$ cat src/rtl/ttl_serial_demux8_pkg.sv
// Shared constants for the serial demux block: mode encodings and default
// holding-register width.
package ttl_pkg;

  localparam logic MODE_AUTO   = 1'b0;
  localparam logic MODE_DIRECT = 1'b1;

  localparam int DEFAULT_WIDTH = 8;

endpackage

$ cat src/rtl/ttl_serial_demux8_addr_latch.sv
// Clocked addressable latch (74259-style): one bit written per enabled edge,
// synchronous clear has priority over the write.
import ttl_pkg::*;

module addr_latch #(
  parameter int WIDTH = DEFAULT_WIDTH,
  parameter int SEL_W = $clog2(WIDTH)
) (
  input  logic             clk,
  input  logic             reset,
  input  logic [SEL_W-1:0] addr,
  input  logic             din,
  input  logic             we,
  input  logic             clr,
  output logic [WIDTH-1:0] q
);

  always_ff @(posedge clk or posedge reset) begin
    if (reset) begin
      q <= '0;
    end else if (clr) begin
      q <= '0;
    end else if (we) begin
      q[addr] <= din;
    end
  end

endmodule

$ cat src/rtl/ttl_serial_demux8.sv
// Serial-to-parallel demux: auto/direct bit addressing into a holding register,
// byte completion into a valid/ack output register with sticky overrun.
import ttl_pkg::*;

module ttl_serial_demux8 #(
  parameter int WIDTH = DEFAULT_WIDTH,
  parameter int SEL_W = $clog2(WIDTH)
) (
  input  logic             clk,
  input  logic             reset,
  input  logic             mode,
  input  logic [SEL_W-1:0] S,
  input  logic             din,
  input  logic             wr,
  input  logic             clr,
  input  logic             q_ack,
  output logic [WIDTH-1:0] Out,
  output logic [SEL_W-1:0] cnt,
  output logic [WIDTH-1:0] q,
  output logic             q_valid,
  output logic             overrun
);

  logic [SEL_W-1:0] addr;
  logic             auto_wr;
  logic             complete;
  logic             accept;
  logic [WIDTH-1:0] done_byte;

  assign addr     = (mode == MODE_DIRECT) ? S : cnt;
  assign auto_wr  = wr & ~clr & (mode == MODE_AUTO);
  assign complete = auto_wr & (cnt == SEL_W'(WIDTH - 1));
  assign accept   = complete & (~q_valid | q_ack);
  // The last bit is still in flight into Out, so splice it in directly.
  assign done_byte = {din, Out[WIDTH-2:0]};

  addr_latch #(
    .WIDTH(WIDTH),
    .SEL_W(SEL_W)
  ) u_out (
    .clk  (clk),
    .reset(reset),
    .addr (addr),
    .din  (din),
    .we   (wr),
    .clr  (clr),
    .q    (Out)
  );

  always_ff @(posedge clk or posedge reset) begin
    if (reset) begin
      cnt <= '0;
    end else if (clr) begin
      cnt <= '0;
    end else if (auto_wr) begin
      cnt <= cnt + 1'b1;
    end
  end

  always_ff @(posedge clk or posedge reset) begin
    if (reset) begin
      q       <= '0;
      q_valid <= 1'b0;
    end else if (accept) begin
      q       <= done_byte;
      q_valid <= 1'b1;
    end else if (q_ack) begin
      q_valid <= 1'b0;
    end
  end

  always_ff @(posedge clk or posedge reset) begin
    if (reset) begin
      overrun <= 1'b0;
    end else if (clr) begin
      overrun <= 1'b0;
    end else if (complete && !accept) begin
      overrun <= 1'b1;
    end
  end

endmodule

$ cat config.mk
export PLATFORM = sky130hd
export DESIGN_NAME = ttl_serial_demux8
export DESIGN_NICKNAME = d
export VERILOG_FILES = /design/src/rtl/ttl_serial_demux8_pkg.sv /design/src/rtl/ttl_serial_demux8_addr_latch.sv /design/src/rtl/ttl_serial_demux8.sv
export SDC_FILE = /design/constraint.sdc
export NUM_CORES = 1
export LEC_CHECK = 0
export ABC_CLOCK_PERIOD_IN_PS = 1900
export BUFFER_PORTS_ARGS = -buffer_cell sky130_fd_sc_hd__buf_2
export CAP_MARGIN = 25
export CORE_ASPECT_RATIO = 0.7
export CORE_MARGIN = 3
export CORE_UTILIZATION = 45
export CTS_BUF_LIST = sky130_fd_sc_hd__clkbuf_4
export DETAILED_ROUTE_END_ITERATION = 16
export PLACE_DENSITY = 0.79
export SYNTH_ARGS = -nofsm -noshare
export SYNTH_HDL_FRONTEND = slang
export SYNTH_SLANG_ARGS = --single-unit
$ cat constraint.sdc
create_clock -name clk -period 1.9 [get_ports clk]
set_input_delay 0.095 -clock clk [delete_from_list [all_inputs] [get_ports clk]]
set_output_delay 0.095 -clock clk [all_outputs]
set_load 0.005 [all_outputs]
Word-level counts from Yosys, hierarchy flattened --
Cells that the tools add are included.
Storage, ports and cells: logic and storage cells 36, input bits 10, register bits after elaboration 21
Cells by class: equal/unequal tests 1, reduce and logical (&&, ||, !) cells 7, mux-type cells 12, $lt $le $gt $ge 2, bitwise operators 8, add/sub/neg operators 1
Operators by type and width (number):
- 8-bit 2-to-1 mux | 2
- 3-bit 2-to-1 mux | 3
- 8-bit bitwise mux | 1
- 2-bit nonzero test | 4
- 1-bit 2-to-1 mux | 5
- 1-bit bitwise AND | 4
- 3-bit by 4-bit less-than comparator with 1-bit output (second input constant) | 1
- 3-bit by 1-bit adder with 3-bit output (second input constant) | 1
- 1-bit demux with 3-bit select | 1
- 3-bit equality test (second input constant) | 1
- 3-bit by 1-bit >= comparator with 1-bit output (second input constant) | 1
- 1-bit inverter | 3
- 1-bit logical AND | 2
- 1-bit logical NOT | 1
- 1-bit bitwise OR | 1

Logic depth before layout (Yosys ltp) --
Gate-level depths: netlist of run 1.
depth in word-level cells 9, gate-level depth with buffers 5, depth with buffers taken out 4

Cells and area by module --
Synthesis of run 1 repeated with hierarchy kept, for this count alone.
Second synthesis, totals: cells, all modules 77, area, all modules 1026.0 um^2
By module, submodules not included:
- ttl_serial_demux8 | sequential area each 325.3 um^2, instances 1, area an instance 595.6 um^2, cells each 42
- addr_latch | sequential area each 200.2 um^2, instances 1, area an instance 430.4 um^2, cells each 35

Worst setup path after synthesis of run 1 --
OpenSTA, ideal clock, no wires.
kind register to register, start point register cnt[0], end point register q[1], arrival time 1324 ps, data required time 1775 ps, setup slack 451 ps, buffers on the path 0, setup time 125 ps, cell stages (with the launch flop) 5, path through dfrtp_1 -> ha_1 -> ha_1 -> nand4b_4 -> mux2_2
Between the ends: cells in the longest elaborated chain, start to end 3
RTL lines:
- from (decl) | RTL line ttl_serial_demux8.sv:18 | output logic [SEL_W-1:0] cnt,
- from (signal assigned) | RTL line ttl_serial_demux8.sv:56 | cnt <= cnt + 1'b1;
- 3-bit equality test | RTL line ttl_serial_demux8.sv:32 | assign complete = auto_wr & (cnt == SEL_W'(WIDTH - 1));
- 1-bit bitwise AND | RTL line ttl_serial_demux8.sv:32
- 1-bit bitwise AND | RTL line ttl_serial_demux8.sv:33 | assign accept = complete & (~q_valid | q_ack);
- to (signal assigned) | RTL line ttl_serial_demux8.sv:65 | q <= done_byte;
- to (decl) | RTL line ttl_serial_demux8.sv:19 | output logic [WIDTH-1:0] q,
No other way between the ends. A chain may end at the register's enable or synchronous reset.

Final worst setup path of run 1 --
start point register cnt[1], end point register q[4]
The elaborated chain is that of the path after synthesis.

==> reports/qor.txt, run 1 <==
Outcome = complete, no violations
Min Tclk post-route = 1530 ps
Mapped Nets = 99
Grt ovf = 0
Initial DRC count = 16
# IOs = 31
Die area = 0.00300 sq mm
R2R depth = 4
Post-place setup slack = 366 ps
Final core occ = 57.7%
Ant. Diodes = 0
Final period util = 80.6%
Crit-path cells = ha_1 > ha_1 > nand4b_4 > mux2_2
Total wire length = 2070 um
Arrival time worst endpoint = 1720 ps
Layout cells sized above 1 = 37.6%
Post-Synthesis Cell Area = 0.00106 sq mm
CTS Buf Count = 3
Static leakage = 0.000698 uW
Die X = 64.1 um
Worst Hold End = q[7]
Area added between synthesis and finish = 18.7%
Worst Skew = 5.54 ps
Mux contribution to synthesized area = 20.6%
R2R Path Start = cnt[1]
GPL Wtd Cong = 0.795
Seq/Total Area, Yosys = 49.4%
Critical path class = flip-flop to flip-flop
WP buf/inv = 0
Cells after Synth = 87
Slew Limit Fails = 0
Setup ws final = 369 ps
PD cells = 606 mW/mm^2
Worst Path Max Fanout = 8
Peak Freq = 653 MHz
Top_reg_cell synth = dfrtp_1
Clock Path Buffers = 2
Hpwl dp = 1550 um
CP Launch Type = flip-flop
Sink Count = 21
CP top delay family = flip-flops
Starting Density = 48.6%
Worst-Margin Slew = 753 ps
Setup-violating endpoint count in the final report = 0
Number of H-tree levels = 1
Number of synthesized flops with an enable pin = 0
XOR/XNOR Fraction of Synth Area = 0.823%
Post-CTS Setup Inserts = 0
Reg-to-Reg End = q[4]
Hold_sp = din
Largest stage delay, worst path = 460 ps
Worst-path clk slew = 100 ps
Worst R2R Setup Slack = 370 ps
Worst path slowest cell = dfrtp_1
MaxCap Viol Count = 0
Vias per cell = 5.15
Largest net degree at the start of global routing = 22
CP most frequent cell = ha_1
Post-CTS sizing = 0
Adder-cell area share of the yosys netlist = 2.35%
Clk Latency, worst-skew pair = 300 ps
Row cnt = 14
Die Height = 46.7 um
Max-Slew Margin vs Limit = 49.7%
Hold path cells = 2
Area contributors post-synth = dfrtp_1, mux2i_1, mux2_2
Post-synthesis sequential element count = 21
CTS tree = built
Overall Power = 765 uW
PortBufs = 30
Vias = 768
Nets = 130
CP required = 2090 ps
Core area = 0.00219 sq mm
Vias in the first global route = 747
Commonest cells in the synthesized netlist = dfrtp_1, mux2i_1, nand2b_1
Yosys top cell by area = dfrtp_1
Synth cell types = 26
Drt wl/cell = 13.9 um
Final Hold Viols = 0
Top-count cell post-synth = dfrtp_1
CP Capture Type = flip-flop
Antenna viol nets, final = 0
Worst hold path class = primary input to flip-flop
DRC viols = 0
Drt pass-1 iters = 4
Post-synthesis simple-gate area fraction = 16.0%
Synth warn = 0
RSZ-0062 raised after global routing = false
Worst ir drop on vdd = 0.255 mV
First-pass GRT wire length = 3390 um
Synth top area share = 49.4%
Largest family of logic cells by synthesized area = multiplexers
Complex-gate fraction of the synthesized area = 6.93%
GRT Total Usage = 15.1%
Syn_area_per_cell = 12.2 sq um
Async S/R FF share, synth = 100%
Initial antenna violation count = 0
Setup tns final = 0 ps
CTS Root Cell = clkbuf_4
kinds of logic (layout without fill, tap and decap cells):
family          after synthesis  in the layout
fa+ha+maj                     2              2
simple gates                 25             25
buf+inv                       8             38
xor+xnor                      1              1
flops                        21             21
compound gates               10             10
mux                          20             20
power by group:
group	total, uW	switching, uW	internal, uW
Sequential	460	6.93	453
Combinational	80.8	45.3	35.5
Clock	225	129	96.2
Total	765	181	585
what timing repair did:
action	in CTS	in global routing
hold buffers	1	0
endpoints found under the setup margin	0	0
endpoints found under the hold margin	21	0
stage by stage:
step           instances  instance area [sq um]  hold WS, ps
2_1_floorplan         87                   1060         71.5
4_1_cts              149                   1260         35.4
3_5_place_dp         144                   1220          273
3_3_place_gp         144                   1220          265
6_report             149                   1260         38.8
5_1_grt              149                   1260         18.9
area by class of cell:
type                       instances  area [sq um]
clock buffer                       4          30.0
fill                             216           926
inverter                           3          11.3
multi-input combinational         58           497
sequential                        21           526
tap                               32          40.0
timing repair buffer              31           160
flip-flops by register name (all words and copies together) (netlist names):
signal / count
u_out.q: 8
cnt: 3
q: 8
q_valid: 1
overrun: 1
layer usage:
layer	vias to the layer above	GRT usage, %	share of wire [%]	wire length [um]
met5	-	0	0	0
met4	0	2.52	0	0
met3	0	6.34	6.8	140
met2	27	24.2	45	927
met1	376	19.6	48	1010
li1	365	-	-	-
cell usage in the layout (no fill, tap or decap), drive strengths merged:
cell type	synthesis	final
buf	4	30
dfrtp	21	21
and3b	2	2
o211ai	6	6
nand3b	1	1
ha	2	2
nand2	1	1
inv	3	3
o21ai	1	1
nand4b	1	1
dlygate4sd3	0	1
a41oi	1	1
a211oi	2	2
nand2b	10	10
nor3	1	1
xnor2	1	1
clkbuf	1	4
nand3	1	1
mux2	9	9
nor3b	3	3
mux2i	11	11
nor2	4	4
and2b	1	1
worst max path at each step:
stage | slack, ps | depth (start not counted) | startpoint | endpoint
global route | 260 | 4 | cnt[0] | q[2]
floorplan | 450 | 4 | cnt[0] | q[1]
CTS | 350 | 4 | cnt[1] | q[6]
finish | 370 | 4 | cnt[1] | q[4]
global placement | 410 | 4 | cnt[0] | q[7]
detailed placement | 370 | 4 | cnt[1] | q[4]
worst register-to-register path, stage by stage, from the launching register on:
cell,delay (ps)
dfrtp_1,460
ha_1,210
ha_1,230
nand4b_4,180
mux2_2,360
Note: power is estimated with default switching activity, not from simulation.
==> run 2, diff against run 1 <==
Settings changed: ABC_CLOCK_PERIOD_IN_PS 1900 to 1300, PLACE_DENSITY 0.79 to 0.82.
Clock period 1.9 ns to 1.3 ns, I/O delays scaled along.
==> run 2 against run 1 <==
The flow now finishes with violations (negative setup slack); clock power up 46%; clock skew is essentially flat; fmax increased by 10%; die area is the same; cell count increased by 6.7%; global-route usage is 1.6 points higher; worst setup slack worse by 460 ps; combinational power up 96%; register-to-register slack worse by 460 ps; largest cell class is now multi-input gates; non-clock buffer count grew 10; largest power group unchanged; count of clock-buffer cells in the layout stayed put; critical path type unchanged.
==> reports/qor.txt, run 2 (synthesis results as in run 1) <==
CP Capture Type = flip-flop
Arrival time worst endpoint = 1590 ps (-130 ps)
Worst-Margin Slew = 290 ps (-464 ps)
Worst Path Max Fanout = 8 (unchanged)
Total wire length = 2310 um (+12%)
Nets = 140 (+7.7%)
PD cells = 823 mW/mm^2 (+36%)
Die Height = 46.7 um (unchanged)
GPL Wtd Cong = 0.828 (+4.2%)
Cell Int Power = 877 uW (+50%)
Placed insts = 152 (+5.6%)
Largest net degree at the start of global routing = 22 (unchanged)
DRC viols = 0 (unchanged)
Outcome = finished, violations left
Largest regs = q (8), u_out.q (8), cnt (3)
Gate power share = 13.7% (+3.1 points)
Drt wl/cell = 14.6 um (+4.6%)
CP required = 1490 ps (-600 ps)
Max-Slew Margin vs Limit = 80.7% (+31 points)
Failing checks = negative setup slack
RSZ-0062 raised after global routing = true
First-pass GRT wire length = 3730 um (+10%)
Sink Count = 21 (unchanged)
Clock Power Share = 28.5% (-0.9 points)
Number of H-tree levels = 1 (unchanged)
Most frequent cells in the layout = buf_2, dfrtp_1, nand2b_1, mux2i_1, buf_4
Slew Limit Fails = 0 (unchanged)
Clock Path Buffers = 2 (unchanged)
Drt pass-1 iters = 4 (unchanged)
Static leakage = 0.000750 uW (+7.4%)
CTS Root Cell = clkbuf_4
Area added between synthesis and finish = 31.8%
Vias in the first global route = 823 (+10%)
Setup-violating endpoint count in the final report = 11 (+11)
Final period util = 107% (+26 points)
CTS tree = built
Hpwl dp = 1650 um (+6.6%)
MaxCap Viol Count = 0 (unchanged)
Commonest non-fill, non-tap cell in the layout = buf_2
Antenna viol nets, final = 0 (unchanged)
Grt ovf = 0 (unchanged)
GRT Total Usage = 16.7% (+1.6 points)
Non-Filler Instances = 159 (+6.7%)
Worst Skew = 5.21 ps (-0.323 ps)
CP Launch Type = flip-flop
Global routing's busiest layer = met2
Die area = 0.00300 sq mm (unchanged)
PortBufs = 30 (unchanged)
Row cnt = 14 (unchanged)
CTS Buf Count = 3 (unchanged)
Worst-path clk slew = 110 ps (about the same)
Critical path class = flip-flop to flip-flop
Worst ir drop on vdd = 0.535 mV (+110%)
Vias per cell = 5.12 (-0.68%)
Sequential Power Share = 57.8% (-2.3 points)
Vias = 814 (+6.0%)
GR Util met1 = 20.3% (+0.72 points)
Layout cells sized above 1 = 48.0% (+10 points)
# IOs = 31 (unchanged)
Starting Density = 48.6% (unchanged)
Fill count = 186 (-14%)
Switching pwr = 279 uW (+54%)
Net Sw Frac = 24.2% (+0.55 points)
Initial antenna violation count = 0 (unchanged)
Setup ws final = -91.8 ps (-461 ps)
Min Tclk post-route = 1390 ps (-139 ps)
Met2 global-route usage = 28.7% (+4.5 points)
Ant. Diodes = 0 (unchanged)
Peak Freq = 718 MHz (+10%)
Worst hold path class = primary input to flip-flop
Met3 usage = 7.32% (+0.98 points)
Die X = 64.1 um (unchanged)
Final Hold Viols = 0 (unchanged)
Core area = 0.00219 sq mm (unchanged)
Initial DRC count = 7 (-9)
Clk Latency, worst-skew pair = 300 ps (about the same)
Final core occ = 64.1% (+6.4 points)
[run 2: per-layer routing]
layer | vias to the layer above | routed length, um
met4 | 0 | 0
li1 | 390 | -
met2 | 28 | 1100
met3 | 0 | 177
met1 | 396 | 1030
met5 | - | 0
[run 2: area by class of cell]
class                      instances  area, sq um  area share [%]
sequential                        21          526            37.4
clock buffer                       4         30.0            2.14
tap                               32         40.0            2.85
multi-input combinational         58          556            39.6
inverter                           3         11.3           0.802
timing repair buffer              41          241            17.2
[run 2: power by group through the flow]
stage               Combinational (uW)  Sequential, uW  Clock [uW]
floorplan                         81.7             685           0
global placement                   136             680           0
detailed placement                 140             681           0
CTS                                150             669         345
global route                       174             670         372
finish                             158             668         329
[run 2: final timing paths]
check | depth (start not counted) | end | start | slack, ps
min in group asynchronous | 4 | q[4] | reset | 320
max reg2reg | 4 | q[3] | cnt[0] | -90
max | 4 | q[3] | cnt[0] | -90
min reg2reg | 2 | overrun | overrun | 510
min | 4 | overrun | q_ack | 120
max in group asynchronous | 4 | u_out.q[3] | reset | 770
[run 2: critical path, cell delays in order, from the launching register on]
cell	delay [ps]
dfrtp_1	400
ha_2	200
ha_4	160
nand4b_4	160
mux2_2	350
[run 2: timing repair]
action                                 in CTS  in global routing
setup endpoints to repair                  13                 16
pin swaps                                   1                  1
hold buffers                                2                  0
endpoints found under the hold margin      22                  0
gates cloned                                0                  0
setup buffers                               0                  1
gates resized for setup                     3                  6
[run 2: stage by stage]
| step | cell area (sq um) | hold slack [ps] | worst slack [ps] | TNS (ps) | total power, uW |
|---|---|---|---|---|---|
| final | 1400 | 120 | -91.8 | -817 | 1160 |
| after global routing | 1400 | 134 | -130 | -1420 | 1220 |
| after CTS | 1360 | 118 | -101 | -896 | 1160 |
| after detailed placement | 1300 | 107 | -82.2 | -748 | 821 |
| after global placement | 1300 | 98.0 | -52.5 | -450 | 816 |
| after floorplan | 1080 | 41.5 | -82.6 | -657 | 766 |
==> run 3, diff against run 2 <==
Settings changed: ABC_AREA from default to 1, PLACE_DENSITY 0.82 to 0.81.
==> run 3 against run 2 <==
The run now ends clean; via count is 24% higher; sequential share of layout area increased by 0.82 points; first-iteration DRC count rose to 5.9 times the previous value; highest routed layer is now met4.
==> reports/qor.txt, run 3 <==
Nets = 183 (+31%)
Largest regs = q (8), u_out.q (8), cnt (3)
Die area = 0.00312 sq mm (+4.2%)
Drt wl/cell = 12.2 um (-16%)
Outcome = complete, no violations
Vias per cell = 4.99 (-2.5%)
DRC viols = 0 (unchanged)
Hpwl dp = 1800 um (+9.1%)
GPL Wtd Cong = 0.834 (+0.79%)
GRT Total Usage = 16.4% (-0.23 points)
Sink Count = 21 (unchanged)
MaxCap Viol Count = 0 (unchanged)
Min Tclk post-route = 1220 ps (-171 ps)
Clock Path Buffers = 2 (unchanged)
Final period util = 93.9% (-13 points)
Arrival time worst endpoint = 1420 ps (-170 ps)
Grt ovf = 0 (unchanged)
Register Area = 526 sq um (unchanged)
Row cnt = 14 (unchanged)
Area contributors post-synth = dfrtp_1, nand2_1, o21ai_2
Drt pass-1 iters = 4 (unchanged)
Worst hold path class = primary input to flip-flop
Worst setup startpoint = cnt[1]
Mapped Nets = 145 (+46%)
Setup tns final = 0 ps (+817 ps)
Top-count cell post-synth = nand2_1
PD cells = 839 mW/mm^2 (+1.9%)
Vias = 1,008 (+24%)
Max-Slew Margin vs Limit = 66.1% (-15 points)
Layout cells sized above 1 = 35.9% (-12 points)
Antenna viol nets, final = 0 (unchanged)
CTS tree = built
Overall Power = 1150 uW (-0.31%)
Crit-path cells = ha_1 > ha_2 > nand3_4 > nand2_1 > o21ai_2
Commonest cells in the synthesized netlist = nand2_1, dfrtp_1, inv_1
Number of H-tree levels = 1 (unchanged)
CP required = 1500 ps (about the same)
CP Capture Type = flip-flop
Worst-path clk slew = 130 ps (+20 ps)
# IOs = 31 (unchanged)
Post-Synthesis Cell Area = 0.00111 sq mm (+4.7%)
Async S/R FF share, synth = 100% (unchanged)
Largest stage delay, worst path = 390 ps (about the same)
R2R Path Start = cnt[1]
Static leakage = 0.000738 uW (-1.5%)
PortBufs = 30 (unchanged)
Multi-input gate area = 515 sq um (-7.2%)
CTS Buf Count = 3 (unchanged)
Vias in the first global route = 927 (+13%)
Syn_area_per_cell = 8.38 sq um (-32%)
Commonest non-fill, non-tap cell in the layout = nand2_1
Hold_sp = din
Clk Latency, worst-skew pair = 310 ps (about the same)
RSZ-0062 raised after global routing = false
Starting Density = 49.7% (+1.1 points)
Worst Skew = 12.3 ps (+7.06 ps)
Slew Limit Fails = 0 (unchanged)
Synth cell types = 20 (-23%)
Top_reg_cell synth = dfrtp_1
Worst ir drop on vdd = 0.449 mV (-16%)
Total wire length = 2470 um (+6.6%)
Largest net degree at the start of global routing = 22 (unchanged)
Synth warn = 0 (unchanged)
Number of synthesized flops with an enable pin = 0 (unchanged)
Core area = 0.00224 sq mm (+2.4%)
Most frequent cells in the layout = nand2_1, buf_2, dfrtp_1, inv_1
Final Hold Viols = 0 (unchanged)
Worst path slowest cell = dfrtp_1
Seq/Total Area, Yosys = 47.1% (-2.2 points)
CTS Root Cell = clkbuf_4
Ant. Diodes = 0 (unchanged)
Area added between synthesis and finish = 23.2%
Yosys top cell by area = dfrtp_1
First-pass GRT wire length = 3900 um (+4.6%)
Peak Freq = 819 MHz (+14%)
CP Launch Type = flip-flop
Cells after Synth = 133 (+53%)
Initial antenna violation count = 0 (unchanged)
Post-synthesis sequential element count = 21 (unchanged)
Critical path class = flip-flop to flip-flop
Die X = 65.5 um (+2.1%)
Hold slack = 59.0 ps (-61.4 ps)
Worst-Margin Slew = 505 ps (+216 ps)
Synth top area share = 47.1% (-2.2 points)
Post-CTS Setup Inserts = 0 (unchanged)
Worst Path Max Fanout = 9 (+1)
Initial DRC count = 41 (+34)
Setup-violating endpoint count in the final report = 0 (-11)
Fill count = 216 (+16%)
Die Height = 47.6 um (+2.0%)
-- run 3: what timing repair did --
item / in CTS / in global routing
resized for setup: 1 / 4
setup endpoints to repair: 1 / 12
hold endpoints to repair: 21 / 0
pin swaps: 1 / 0
gates cloned: 1 / 0
hold buffers: 1 / 0
-- run 3: path summary, 6_finish.rpt --
path	slack [ps]	depth (start not counted)	to
setup reg to reg	80	5	q[6]
setup / recovery	80	5	q[6]
max in group asynchronous	770	4	q[1]
min in group asynchronous	300	4	q_valid
hold / removal	60	3	q[7]
hold reg to reg	490	2	q[5]
-- run 3: report_power, final --
group | leakage, uW | internal, uW | switching (uW)
Clock | 0.0000177 | 115 | 205
Combinational | 0.000429 | 55.2 | 108
Sequential | 0.000292 | 664 | 5.66
-- run 3: cell families after synthesis --
group | count (synthesis) | synth area share [%]
AOI/OAI and AO/OA | 12 | 8.08
adders and majority gates | 2 | 2.24
buffers and inverters | 23 | 9.09
DFF | 21 | 47.1
and+or+nand+nor | 75 | 33.4
-- run 3: cell type report --
type                       count  share of cell area (%)
clock inverter                 1                   0.364
tap                           32                    2.91
sequential                    21                    38.3
clock buffer                   3                    1.64
multi-input combinational     90                    37.5
inverter                      20                    5.46
timing repair buffer          35                    13.8
-- run 3: critical path: cells and delay by family, from the launching register on --
family / cells / cell delay (ps)
AOI/OAI and AO/OA: 1 / 50
adders and majority gates: 2 / 410
DFF: 1 / 390
and+or+nand+nor: 2 / 270
-- run 3: per-stage QoR --
step / cell area [sq um] / cells / setup WS [ps] / util [%]
floorplan: 1110 / 133 / 48.8 / -
global placement: 1310 / 196 / 73.9 / 58.4
detailed placement: 1310 / 196 / 34.7 / 58.4
CTS: 1360 / 202 / 19.0 / 60.8
global route: 1370 / 202 / 37.3 / 61.3
finish: 1370 / 202 / 79.5 / 61.3
-- run 3: per-layer routing --
| layer | GRT usage, % | wire length, um |
|---|---|---|
| met5 | 0 | 0 |
| met4 | 4.55 | 36 |
| met3 | 4.93 | 191 |
| met2 | 27.4 | 1070 |
| met1 | 21.4 | 1170 |
